<file path="src/rtl/dot_led_fetch_sched.sv">
// dot_led_fetch_sched: row-fetch scheduler for the dot-LED VDMA.
// Fetches one LED-matrix row per handshake from a double-buffered frame buffer,
// issuing one burst command at a time and swapping buffers on frame boundaries.
// Optional feature: define DOT_LED_SCHED_UNDERRUN_CNT_EN to build the saturating
// underrun counter; otherwise underrun_cnt is tied to zero.

module dot_led_fetch_sched #(
   parameter int  ADDR_WIDTH     = 32,
   parameter int  ROWS           = 16,
   parameter int  BURSTS_PER_ROW = 2,
   parameter int  BURST_BYTES    = 64,
   localparam int RW             = (ROWS > 1) ? $clog2(ROWS) : 1
) (
   input  logic                  ACLK,
   input  logic                  ARESETN,
   input  logic                  enable,
   input  logic [ADDR_WIDTH-1:0] fb_base0,
   input  logic [ADDR_WIDTH-1:0] fb_base1,
   input  logic                  swap_req,
   output logic                  cur_fb,
   output logic                  cmd_valid,
   input  logic                  cmd_ready,
   output logic [ADDR_WIDTH-1:0] cmd_addr,
   input  logic                  done_valid,
   input  logic                  done_err,
   output logic                  row_ready,
   input  logic                  row_req,
   output logic [RW-1:0]         row_idx,
   output logic                  frame_start,
   output logic                  busy,
   output logic                  error,
   output logic [15:0]           underrun_cnt
);

   localparam int                    BW         = (BURSTS_PER_ROW > 1) ? $clog2(BURSTS_PER_ROW) : 1;
   localparam logic [ADDR_WIDTH-1:0] STRIDE     = ADDR_WIDTH'(BURSTS_PER_ROW * BURST_BYTES);
   localparam logic [ADDR_WIDTH-1:0] BBYTES     = ADDR_WIDTH'(BURST_BYTES);
   localparam logic [RW-1:0]         LAST_ROW   = RW'(ROWS - 1);
   localparam logic [BW-1:0]         LAST_BURST = BW'(BURSTS_PER_ROW - 1);

   typedef enum logic [2:0] {S_IDLE, S_ISSUE, S_WAIT, S_READY, S_ERROR} state_t;

   function automatic logic [ADDR_WIDTH-1:0] f_addr(input logic [ADDR_WIDTH-1:0] base,
                                                     input logic [RW-1:0]         row,
                                                     input logic [BW-1:0]         burst);
      return base + ADDR_WIDTH'(row) * STRIDE + ADDR_WIDTH'(burst) * BBYTES;
   endfunction

   state_t                r_state;
   logic                  r_cur_fb;
   logic                  r_swap_pending;
   logic [RW-1:0]         r_row_idx;
   logic [BW-1:0]         r_burst;
   logic                  r_cmd_valid;
   logic [ADDR_WIDTH-1:0] r_cmd_addr;
   logic                  r_row_ready;
   logic                  r_frame_start;
   logic                  r_busy;
   logic                  r_error;

   logic                  w_swap_now;
   logic                  w_fb_next;
   logic [BW-1:0]         w_burst_inc;
   logic [RW-1:0]         w_row_inc;
   logic [ADDR_WIDTH-1:0] w_base_cur;
   logic [ADDR_WIDTH-1:0] w_addr_frame;
   logic [ADDR_WIDTH-1:0] w_addr_burst;
   logic [ADDR_WIDTH-1:0] w_addr_row;

   // A swap request arriving on the application edge is folded into that application.
   assign w_swap_now   = r_swap_pending | swap_req;
   assign w_fb_next    = r_cur_fb ^ w_swap_now;
   assign w_burst_inc  = r_burst + 1'b1;
   assign w_row_inc    = r_row_idx + 1'b1;
   assign w_base_cur   = r_cur_fb ? fb_base1 : fb_base0;
   assign w_addr_frame = f_addr(w_fb_next ? fb_base1 : fb_base0, '0, '0);
   assign w_addr_burst = f_addr(w_base_cur, r_row_idx, w_burst_inc);
   assign w_addr_row   = f_addr(w_base_cur, w_row_inc, '0);

   // Scheduler FSM with all outputs registered alongside the state.
   always_ff @(posedge ACLK or negedge ARESETN) begin
      if (!ARESETN) begin
         r_state        <= S_IDLE;
         r_cur_fb       <= 1'b0;
         r_swap_pending <= 1'b0;
         r_row_idx      <= '0;
         r_burst        <= '0;
         r_cmd_valid    <= 1'b0;
         r_cmd_addr     <= '0;
         r_row_ready    <= 1'b0;
         r_frame_start  <= 1'b0;
         r_busy         <= 1'b0;
         r_error        <= 1'b0;
      end else begin
         r_frame_start <= 1'b0;
         if (swap_req) r_swap_pending <= 1'b1;
         case (r_state)
            S_IDLE: begin
               if (enable) begin
                  r_cur_fb       <= w_fb_next;
                  r_swap_pending <= 1'b0;
                  r_row_idx      <= '0;
                  r_burst        <= '0;
                  r_cmd_valid    <= 1'b1;
                  r_cmd_addr     <= w_addr_frame;
                  r_frame_start  <= 1'b1;
                  r_busy         <= 1'b1;
                  r_state        <= S_ISSUE;
               end
            end
            S_ISSUE: begin
               if (cmd_ready) begin
                  r_cmd_valid <= 1'b0;
                  r_state     <= S_WAIT;
               end
            end
            S_WAIT: begin
               if (done_valid) begin
                  if (done_err) begin
                     r_error <= 1'b1;
                     r_state <= S_ERROR;
                  end else if (!enable) begin
                     r_busy  <= 1'b0;
                     r_state <= S_IDLE;
                  end else if (r_burst == LAST_BURST) begin
                     r_row_ready <= 1'b1;
                     r_state     <= S_READY;
                  end else begin
                     r_burst     <= w_burst_inc;
                     r_cmd_valid <= 1'b1;
                     r_cmd_addr  <= w_addr_burst;
                     r_state     <= S_ISSUE;
                  end
               end
            end
            S_READY: begin
               if (!enable) begin
                  r_row_ready <= 1'b0;
                  r_busy      <= 1'b0;
                  r_state     <= S_IDLE;
               end else if (row_req) begin
                  r_row_ready <= 1'b0;
                  r_burst     <= '0;
                  r_cmd_valid <= 1'b1;
                  r_state     <= S_ISSUE;
                  if (r_row_idx == LAST_ROW) begin
                     r_row_idx      <= '0;
                     r_cur_fb       <= w_fb_next;
                     r_swap_pending <= 1'b0;
                     r_frame_start  <= 1'b1;
                     r_cmd_addr     <= w_addr_frame;
                  end else begin
                     r_row_idx  <= w_row_inc;
                     r_cmd_addr <= w_addr_row;
                  end
               end
            end
            S_ERROR: begin
               if (!enable) begin
                  r_error <= 1'b0;
                  r_busy  <= 1'b0;
                  r_state <= S_IDLE;
               end
            end
            default: r_state <= S_IDLE;
         endcase
      end
   end

   assign cur_fb      = r_cur_fb;
   assign cmd_valid   = r_cmd_valid;
   assign cmd_addr    = r_cmd_addr;
   assign row_ready   = r_row_ready;
   assign row_idx     = r_row_idx;
   assign frame_start = r_frame_start;
   assign busy        = r_busy;
   assign error       = r_error;

`ifdef DOT_LED_SCHED_UNDERRUN_CNT_EN
   logic [15:0] r_underrun_cnt;

   // Count row requests arriving while no row is held; saturates, cleared only by reset.
   always_ff @(posedge ACLK or negedge ARESETN) begin
      if (!ARESETN) begin
         r_underrun_cnt <= '0;
      end else if (row_req && !r_row_ready && (r_underrun_cnt != 16'hFFFF)) begin
         r_underrun_cnt <= r_underrun_cnt + 16'd1;
      end
   end

   assign underrun_cnt = r_underrun_cnt;
`else
   assign underrun_cnt = '0;
`endif

endmodule

</file>
<file path="config.mk">
export PLATFORM = sky130hd
export DESIGN_NAME = dot_led_fetch_sched
export DESIGN_NICKNAME = d
export VERILOG_FILES = /design/src/rtl/dot_led_fetch_sched.sv
export SDC_FILE = /design/constraint.sdc
export NUM_CORES = 1
export LEC_CHECK = 0
export ABC_AREA = 0
export BUFFER_PORTS_ARGS = -buffer_cell sky130_fd_sc_hd__clkbuf_2
export CAP_MARGIN = 25
export CORE_MARGIN = 1.5
export CORE_UTILIZATION = 31
export CTS_BUF_LIST = sky130_fd_sc_hd__clkbuf_4
export CTS_CLUSTER_DIAMETER = 40
export CTS_CLUSTER_SIZE = 20
export DETAILED_ROUTE_END_ITERATION = 10
export PLACE_DENSITY = 0.51
export SYNTH_ARGS = -nofsm -noshare
export SYNTH_HDL_FRONTEND = slang
export SYNTH_SLANG_ARGS = --single-unit
export TNS_END_PERCENT = 10
</file>
<file path="constraint.sdc">
create_clock -name ACLK -period 3.6 [get_ports ACLK]
set_clock_uncertainty 0.2 [all_clocks]
set_input_delay 0.54 -clock ACLK [delete_from_list [all_inputs] [get_ports ACLK]]
set_output_delay 0.54 -clock ACLK [all_outputs]
set_load 0.05 [all_outputs]
</file>
==> out/results.txt <==
The logs give 3.68 ns for the required arrival time at the worst endpoint and 0 for the post-CTS resize count. After detailed routing, the number of vias per cell comes to 5.542. TritonCTS built the clock tree. The routing usage on met2 was 33.99%. For this run, the top clock speed supported by timing is 0.3164 GHz. The netlist uses 61 different library cells. The detail route stage leaves a number of antenna-violating nets equal to 0. At the end of routability-driven placement, the weighted congestion stood at 0.8850. The nature of the critical path startpoint was a flop.

The total overflow left after global routing is 0. The clock drives 47 sinks. After routing the design area is 5393 um^2. The root buffer cell chosen for the clock tree is sky130_fd_sc_hd__clkbuf_4.

The first TritonRoute pass finished after 6 iterations. A synthesized cell averages 8.060 um^2. Hold timing on the final database bottoms out at a slack of 0.2693 ns. Summed over all cells, the static leakage comes to 2.364 nW. The shortest clock period the worst path allows after layout was 3.161 ns.

The tightest min-delay check is of the in2reg type. The initialized floorplan defines 43 standard-cell rows. The count of yosys warnings during synthesis is 0, and the fraction of layout instances using a drive strength above 1 is 24.21%.

The area growth from synthesis to layout is 19.69%. The logs give 5.097 mW for the total power and 0.38 ns for the clock latency at the later pin of the worst-skew pair. The die covers 15270 um^2.

The depth of the worst register-to-register path was 11. Core outline area: 14040 um^2. At the worst endpoint, the arrival time is 3.25 ns.

Post-route worst setup slack: 0.4395 ns. The number of standard cells after synthesis was 559. Across the VDD grid, the largest voltage drop is 0.0003975 V. For the number of DRC markers after the initial detailed-route iteration, the log shows 373. The slew at the pin with the worst max-slew slack works out to 0.7563 ns. The initial antenna violation count was 0. The top-level I/O count came out at 130. Setup repair after global routing left no endpoint under its margin. Across every metal layer, demand over resource in global routing totals 20.47%.

For this design the ratio of total power to cell area is 945.1 nW/um^2. The run gives 5 as the CTS buffer count. The routed wire length was 15210 um; the total of max-cap violations was 0.

The run gives 27.50% as the met1 capacity usage during global routing. The HPWL after detailed placement was 11200 um. Along the worst hold path, the cell count comes to 3. The clock passes through at most 2 buffers. The initial utilization of the core area, before any placement, comes to 32.09%. The clock-pin slew of the registers on the worst-case setup and hold paths is 0.16 ns, and the number of global-route vias before repair is 4648. The run gives 49.22% as the relative slew slack. 0 antenna diodes ended up in the layout. Leaving out fill and tap cells, the most frequent cell in the layout is sky130_fd_sc_hd__clkbuf_2. The number of endpoints with negative hold slack in the final report was 0; the number of remaining DRC errors was 0. The number of I/O port buffers is 113, and the net count of the finished layout is 747.

The cell area after synthesis is 4506 um^2, and the total of flip-flops plus latches after synthesis is 47. The library cells used most frequently in the layout, excluding fill and tap cells, are 113 x sky130_fd_sc_hd__clkbuf_2, 49 x sky130_fd_sc_hd__mux2i_1, 47 x sky130_fd_sc_hd__nor2_1. Once layout is complete, the utilization of the core stands at 38.40%. The synthesized design contains 0 enable-type register cells. The kind of end point of the critical path is a flop. The tools report the first-pass GRT wire length as 24180 um. The worst-path maximum fanout is 11, and the met3 track utilization from global routing is 3.090%. The H-tree generated during clock tree synthesis spans 2 levels. Primary flip-flop cell chosen by synthesis mapping: sky130_fd_sc_hd__dfrtp_1. The area after detailed placement is 5278 um^2, and the sequential element share of the synthesized area is 26.10%. The wire length per cell was 18.00 um.

The die boundary height came out at 123.6 um. Fraction of the cycle the final worst path needs: 87.79%. The total via count in the routed design is 4683, and the share of synthesized flip-flops with an asynchronous set or reset is 100.0%. The worst setup slack before clock tree synthesis was 0.4533 ns; the pin count of the biggest net entering global routing was 56. The tools report the max-slew violation count as 0. The x dimension of the die is 123.6 um, and the number of failing setup endpoints in the final timing report is 0. The peak-usage layer in the global routing report is met2. The flow ran to the end, and the final reports show no timing, DRC or antenna violations. Category of the critical setup timing path: reg2reg.
==> metrics by stage <==
step	TNS, ns	cells
final	0	845
after global routing	0	845
after CTS	0	844
after detailed placement	0	836
after global placement	0	836
after floorplan	-0.06823	574
==> critical path, stage by stage (launching register included) <==
cell	delay [ns]
sky130_fd_sc_hd__dfrtp_2	0.56
sky130_fd_sc_hd__mux2_2	0.39
sky130_fd_sc_hd__ha_1	0.21
sky130_fd_sc_hd__fa_1	0.43
sky130_fd_sc_hd__a211oi_1	0.25
sky130_fd_sc_hd__nor2_1	0.11
sky130_fd_sc_hd__o21ai_1	0.12
sky130_fd_sc_hd__buf_4	0.20
sky130_fd_sc_hd__nor2_1	0.07
sky130_fd_sc_hd__xnor2_1	0.13
sky130_fd_sc_hd__a221oi_1	0.09
sky130_fd_sc_hd__a311oi_1	0.29
==> cell type report <==
cell class	count	area, um^2
clock buffers	6	45.04
clock inverters	2	60.06
fillers	1467	8650
inverters	14	52.55
multi-input cells	460	3067
flip-flops and latches	47	1177
well taps	180	225.2
repair buffers	136	765.7
==> routing by layer <==
| metal | share of wire [%] | routed length (um) |
|---|---|---|
| met3 | 6.0 | 909 |
| met5 | 0 | 0 |
| met2 | 47 | 7195 |
| met4 | 1.3 | 200 |
| met1 | 45 | 6906 |
==> flip-flops by register name, indices dropped and copies added, names as in the netlist <==
| register | cells |
|---|---|
| busy | 1 |
| cmd_addr | 32 |
| cmd_valid | 1 |
| cur_fb | 1 |
| error | 1 |
| frame_start | 1 |
| r_burst | 1 |
| r_state | 3 |
| r_swap_pending | 1 |
| row_idx | 4 |
| row_ready | 1 |
==> cells by family (layout without fill, tap and decap cells) <==
group | count (synthesis) | after routing | synth area share (%)
AND/OR/NAND/NOR | 181 | 181 | 20.27
AO/OA/AOI/OAI | 158 | 158 | 22.49
flip-flops | 47 | 47 | 26.10
adder cells (fa/ha/maj) | 11 | 11 | 3.388
buffers and inverters | 67 | 158 | 7.526
XOR/XNOR | 39 | 39 | 7.748
multiplexers | 55 | 55 | 12.39
other | 1 | 16 | 0.08323
==> path summary, 6_finish.rpt <==
kind	start	end	slack, ns
worst min-delay path	fb_base1[3]	cmd_addr[3]	0.27
min in group asynchronous	ARESETN	cur_fb	0.53
max in group asynchronous	ARESETN	cmd_addr[16]	1.84
worst min register to register	cmd_addr[3]	cmd_addr[3]	0.30
worst max-delay path	cur_fb	cmd_addr[22]	0.44
worst max register to register	cur_fb	cmd_addr[22]	0.44
==> report_power, final <==
group          switching [mW]  internal (mW)
combinational            2.45           1.23
sequential              0.225          0.778
clock                   0.196          0.224
total                    2.87           2.23
==> synthesized netlist by cell type, drive strengths merged, types with 6 or more instances <==
cell type	count	share of area (%)
nor2	47	3.9
o21ai	44	4.9
clkbuf	25	2.1
nand4	6	0.97
mux2	6	1.5
nand3b	11	1.8
ha	9	2.5
nand2	38	3.2
nor3	19	2.1
a21oi	41	4.6
xnor2	24	4.8
o22ai	6	0.83
nand3	29	3.2
buf	28	4.3
a31oi	7	0.97
inv	14	1.2
nor2b	8	1.1
o21a	6	1.0
xor2	15	2.9
dfrtp	47	26
mux2i	49	11
==> timing repair <==
action / 4_1_cts / 5_1_grt
endpoints found under the hold margin: 0 / 2
setup buffers: 0 / 0
hold buffers: 0 / 1
(Power assumes the default switching activity.)
